### src/rtl/ram_arbiter_pkg.sv
// Shared definitions for the two-port RAM arbiter: FSM state encodings,
// port identifiers and the default RAM geometry.
package ram_arbiter_pkg;

  localparam int AW_DEF = 5;
  localparam int DW_DEF = 8;

  typedef enum logic [1:0] {
    ST_IDLE    = 2'd0,
    ST_ACCESS  = 2'd1,
    ST_CAPTURE = 2'd2,
    ST_DONE    = 2'd3
  } state_e;

  typedef enum logic {
    PORT0 = 1'b0,
    PORT1 = 1'b1
  } port_e;

endpackage

### src/rtl/ram_arbiter_rr_arbiter2.sv
// Two-requester round-robin grant. Holds the last-served pointer, which
// moves to the winner whenever the grant is taken.
module rr_arbiter2
  import ram_arbiter_pkg::*;
(
  input  logic  clk_i,
  input  logic  rst_i,
  input  logic  req0_i,
  input  logic  req1_i,
  input  logic  take_i,
  output logic  valid_o,
  output port_e sel_o
);

  port_e last_q;
  port_e last_d;

  always_comb begin
    valid_o = req0_i | req1_i;
    if (req0_i && req1_i) begin
      sel_o = (last_q == PORT1) ? PORT0 : PORT1;
    end else if (req1_i) begin
      sel_o = PORT1;
    end else begin
      sel_o = PORT0;
    end

    last_d = last_q;
    if (take_i && valid_o) begin
      last_d = sel_o;
    end
  end

  // Pointer resets to port 1 so port 0 wins the first tie.
  always_ff @(posedge clk_i) begin
    if (rst_i) begin
      last_q <= PORT1;
    end else begin
      last_q <= last_d;
    end
  end

endmodule

### src/rtl/ram_arbiter.sv
// Shares one single-port synchronous RAM between a CPU port and a loader
// port. One transaction every four cycles; all outputs are registered.
//
// state      | meaning
// IDLE       | wait for a request, latch the winner's command
// ACCESS     | drive the latched command to the RAM, owner's gnt high
// CAPTURE    | RAM read data valid, register it into the owner's dout
// DONE       | owner's done pulse
module ram_arbiter
  import ram_arbiter_pkg::*;
#(
  parameter int AW = AW_DEF,
  parameter int DW = DW_DEF
) (
  input  logic          clk_i,
  input  logic          rst_i,
  input  logic          req0_i,
  input  logic          we0_i,
  input  logic [AW-1:0] addr0_i,
  input  logic [DW-1:0] din0_i,
  input  logic          req1_i,
  input  logic          we1_i,
  input  logic [AW-1:0] addr1_i,
  input  logic [DW-1:0] din1_i,
  output logic          gnt0_o,
  output logic          gnt1_o,
  output logic          done0_o,
  output logic          done1_o,
  output logic [DW-1:0] dout0_o,
  output logic [DW-1:0] dout1_o,
  output logic          ram_wen_o,
  output logic [AW-1:0] ram_addr_o,
  output logic [DW-1:0] ram_din_o,
  input  logic [DW-1:0] ram_dout_i
);

  state_e        state_q,  state_d;
  port_e         owner_q,  owner_d;
  logic          we_q,     we_d;
  logic [AW-1:0] addr_q,   addr_d;
  logic [DW-1:0] din_q,    din_d;
  logic          gnt0_q,   gnt0_d;
  logic          gnt1_q,   gnt1_d;
  logic          done0_q,  done0_d;
  logic          done1_q,  done1_d;
  logic          wen_q,    wen_d;
  logic [DW-1:0] dout0_q,  dout0_d;
  logic [DW-1:0] dout1_q,  dout1_d;

  logic  arb_valid;
  port_e arb_sel;
  logic  arb_take;

  assign arb_take = (state_q == ST_IDLE);

  rr_arbiter2 u_rr (
    .clk_i   (clk_i),
    .rst_i   (rst_i),
    .req0_i  (req0_i),
    .req1_i  (req1_i),
    .take_i  (arb_take),
    .valid_o (arb_valid),
    .sel_o   (arb_sel)
  );

  always_comb begin
    state_d = state_q;
    owner_d = owner_q;
    we_d    = we_q;
    addr_d  = addr_q;
    din_d   = din_q;
    gnt0_d  = 1'b0;
    gnt1_d  = 1'b0;
    done0_d = 1'b0;
    done1_d = 1'b0;
    wen_d   = 1'b0;
    dout0_d = dout0_q;
    dout1_d = dout1_q;

    unique case (state_q)
      ST_IDLE: begin
        if (arb_valid) begin
          state_d = ST_ACCESS;
          owner_d = arb_sel;
          if (arb_sel == PORT1) begin
            we_d   = we1_i;
            addr_d = addr1_i;
            din_d  = din1_i;
            gnt1_d = 1'b1;
            wen_d  = we1_i;
          end else begin
            we_d   = we0_i;
            addr_d = addr0_i;
            din_d  = din0_i;
            gnt0_d = 1'b1;
            wen_d  = we0_i;
          end
        end
      end
      ST_ACCESS: begin
        state_d = ST_CAPTURE;
      end
      ST_CAPTURE: begin
        state_d = ST_DONE;
        if (owner_q == PORT1) begin
          done1_d = 1'b1;
          if (!we_q) dout1_d = ram_dout_i;
        end else begin
          done0_d = 1'b1;
          if (!we_q) dout0_d = ram_dout_i;
        end
      end
      ST_DONE: begin
        state_d = ST_IDLE;
      end
      default: begin
        state_d = ST_IDLE;
      end
    endcase
  end

  always_ff @(posedge clk_i) begin
    if (rst_i) begin
      state_q <= ST_IDLE;
      owner_q <= PORT0;
      we_q    <= 1'b0;
      addr_q  <= '0;
      din_q   <= '0;
      gnt0_q  <= 1'b0;
      gnt1_q  <= 1'b0;
      done0_q <= 1'b0;
      done1_q <= 1'b0;
      wen_q   <= 1'b0;
      dout0_q <= '0;
      dout1_q <= '0;
    end else begin
      state_q <= state_d;
      owner_q <= owner_d;
      we_q    <= we_d;
      addr_q  <= addr_d;
      din_q   <= din_d;
      gnt0_q  <= gnt0_d;
      gnt1_q  <= gnt1_d;
      done0_q <= done0_d;
      done1_q <= done1_d;
      wen_q   <= wen_d;
      dout0_q <= dout0_d;
      dout1_q <= dout1_d;
    end
  end

  // Reset arriving in the ACCESS cycle must kill the write at that same edge,
  // so the registered enable is qualified by the reset input.
  assign ram_wen_o  = wen_q & ~rst_i;
  assign ram_addr_o = addr_q;
  assign ram_din_o  = din_q;
  assign gnt0_o     = gnt0_q;
  assign gnt1_o     = gnt1_q;
  assign done0_o    = done0_q;
  assign done1_o    = done1_q;
  assign dout0_o    = dout0_q;
  assign dout1_o    = dout1_q;

endmodule

### config.mk
export PLATFORM = sky130hd
export DESIGN_NAME = ram_arbiter
export DESIGN_NICKNAME = d
export VERILOG_FILES = /design/src/rtl/ram_arbiter_pkg.sv /design/src/rtl/ram_arbiter_rr_arbiter2.sv /design/src/rtl/ram_arbiter.sv
export SDC_FILE = /design/constraint.sdc
export NUM_CORES = 1
export LEC_CHECK = 0
export ABC_AREA = 1
export CAP_MARGIN = 20
export CORE_UTILIZATION = 30
export DETAILED_ROUTE_END_ITERATION = 7
export PLACE_DENSITY = 0.61
export RECOVER_POWER = 50
export SLEW_MARGIN = 40
export SYNTH_ARGS = -nofsm -noshare
export SYNTH_HDL_FRONTEND = slang
export SYNTH_SLANG_ARGS = --single-unit
### constraint.sdc
create_clock -name clk_i -period 1.25 [get_ports clk_i]
set_input_delay 0.125 -clock clk_i [delete_from_list [all_inputs] [get_ports clk_i]]
set_output_delay 0.125 -clock clk_i [all_outputs]
set_load 0.005 [all_outputs]
==> impl_metrics.ini <==
[cells_and_area]
drive_gt1_share_pct = 19.4
register_area_um2 = 786
antenna_cells = 0
final_cell_area_mm2 = 0.00297
fin_nets = 382
multi_input_area_um2 = 961
syn_to_final_growth_pct = 61.5
fillers = 625

[global_routing]
antenna_found_initial = 0
track_usage_pct = 14.5
grt_max_degree = 22
grt_first_pass_wirelength_mm = 7.23
first_global_vias = 1688
grt.overflow.total = 0

[worst_setup_path]
path_max_fanout = 5
cp-start-kind = flip-flop
end_kind = flip-flop
cp.arrival_ps = 1440
crit_required_ps = 1440
criticalPathCategory = flip-flop to flip-flop

[placement]
gp_congestion = 0.736
dpl.hpwl_mm = 3.47
portBuffers = 73
place_area_mm2 = 0.00270
post-place-ws_ps = -131

[yosys]
synth_nets = 293
postSynthAreaPerCell_um2 = 7.36
post_synth_inst_count = 250
syn_area_mm2 = 0.00184
yosysTopAreaCellShare_pct = 42.4
synth_cell_type_count = 26
ys_ff_latch = 39
ys_seq_area_share_pct = 42.4
synth_top_cell_by_area = dfxtp_1
yosysWarnings = 0
ys_top_cells_by_area = dfxtp_1 (42%), nand2_1 (11%), nor2_1 (9.6%), a21boi_0 (5.3%), nand3_1 (4.6%)

[route]
route.met3.wl_um = 383
drt_first_iter_violations = 46
num_vias = 1825
viasPerCell = 4.40
dr_wl_met2_mm = 2.15
routedWlPerCell_um = 11.5
drc = 0
firstDrtPassIters = 4
maxUsedRoutingLayer = met4
wl_met1_mm = 2.17
wirelength_mm = 4.75
ant_nets = 0

[sta]
worstMarginPinSlew_ps = 364
setup_viol = 2
period_minus_slack_ps = 1250
maxSlewViolCount = 0
period_share_pct = 100
slew_headroom_pct = 75.5
skew_ps = 5.38
hold_viol = 0
max_clock_freq_mhz = 797
fin_ws_ps = -4.37
rsz0062_at_grt = yes

[power_and_ir_drop]
max-vdd-ir-drop_v = 0.000598
intPower_uw = 3160
comb_power_share_pct = 48.6
pwr_density_cell_mw_per_mm2 = 1640
swShare_pct = 35.2
p_seq_share_pct = 34.8
leakagePower_uw = 0.00147
power_switching_uw = 1720
pwr-share-clk_pct = 16.6

[clock_tree]
clock-sinks = 39
clock_path_buffers = 2
root_buffer = clkbuf_8
cts-buffers-inserted = 5
htreeDepth = 2
cts_tree = done
clk_latency_ps = 290
clkTransAtPathRegs_ps = 70

[die]
core_mm2 = 0.00592
fp-row-count = 28
fp.dieW_um = 80.3
initial_core_util_pct = 31.1
die_area_mm2 = 0.00645
die_h_um = 80.3
pin_count = 74

[flow_run]
maxCapViolations = 0

[min_path]
hp-class = flip-flop to flip-flop

[run_status]
failed_checks = setup timing
outcome = finished, violations left
## power by group through the flow
stage          Sequential (µW)  Clock (µW)  Combinational, µW
4_1_cts                   1720         850               1980
5_1_grt                   1730         902               2650
6_report                  1700         810               2370
3_3_place_gp              1710           0               1980
2_1_floorplan             1710           0               1100
3_5_place_dp              1720           0               2020
## worst max-delay path, stage by stage (launching register included)
cell	delay (ps)
dfxtp_2	330
inv_2	80
ha_4	170
inv_4	40
nor2_4	170
clkbuf_16	190
nand2_4	50
nor2_4	90
nor2_2	30
## metrics by stage
stage	std cells	util, %	total power [µW]	TNS [ps]	hold WS [ps]
2_1_floorplan	250	-	2820	0	203
3_3_place_gp	402	45.6	3700	-2050	454
3_5_place_dp	402	45.6	3740	-2580	455
4_1_cts	410	47.1	4550	-1.20	466
5_1_grt	415	50.2	5280	-935	477
6_report	415	50.2	4880	-6.31	467
## synth_stat cells
master	count
nand3_2	1
nand2_1	55
buf_8	1
buf_4	1
or2_2	1
buf_6	4
a21boi_0	13
o21ai_0	10
inv_1	22
nand3_1	17
ha_1	3
buf_2	3
nor3_1	2
o21ai_2	2
a21oi_1	9
dfxtp_1	39
o211ai_1	1
clkbuf_8	2
nor2_1	47
nor2_4	1
nand2_2	1
nand4_1	8
nor2_2	3
buf_12	1
inv_2	2
clkbuf_1	1
## flip-flops by register name, summed over array words and instances, names as in the netlist, 2 cells and up
name	flops
dout0_o	8
dout1_o	8
ram_din_o	8
ram_addr_o	5
state_q	2
## path summary, 6_finish.rpt
path	start	to	slack, ps	cells past startpoint
worst max-delay path	state_q[1]$_SDFFE_PP0P_	ram_din_o[1]$_SDFFE_PP0P_	-4	8
worst min-delay path	dout1_o[3]$_SDFFE_PP0P_	dout1_o[3]$_SDFFE_PP0P_	470	2
worst max register to register	state_q[1]$_SDFFE_PP0P_	ram_din_o[1]$_SDFFE_PP0P_	-4	8
worst min register to register	dout1_o[3]$_SDFFE_PP0P_	dout1_o[3]$_SDFFE_PP0P_	470	2
## layout make-up
type,instances,area share [%]
multi-input cells,174,32.3
well taps,75,3.16
flip-flops and latches,39,26.4
inverters,24,3.20
repair buffers,95,32.1
clock buffers,7,2.57
clock inverters,1,0.168
## cell usage in the layout (no fill, tap or decap), drive strengths merged
cell / count
nand2: 56
nor2: 51
clkdlybuf4s50: 40
dfxtp: 39
inv: 24
buf: 21
dlygate4sd2: 19
nand3: 18
a21boi: 13
o21ai: 12
dlymetal6s2s: 11
a21oi: 9
nand4: 8
clkbuf: 8
clkdlybuf4s25: 3
ha: 3
nor3: 2
o211ai: 1
or2: 1
clkinv: 1
## what timing repair did
| item | 4_1_cts | 5_1_grt |
|---|---|---|
| gates cloned | 0 | 1 |
| resized for setup | 40 | 51 |
| pin swaps | 1 | 19 |
| buffers inserted | 0 | 4 |
| setup endpoints to repair | 51 | 45 |
| hold buffers | 0 | 0 |
## metal layers
metal,global-route usage [%],vias up
met5,0,-
met4,4.64,0
met3,5.11,5
met2,23.8,66
met1,17.6,786
li1,-,968
## cells by family after synthesis
logic type | after synthesis | share of synthesized area, %
AOI/OAI and AO/OA | 35 | 11.8
adders and majority gates | 3 | 2.04
buffers and inverters | 37 | 12.2
DFF | 39 | 42.4
and+or+nand+nor | 136 | 31.5
Power figures use the tool's default switching activity.
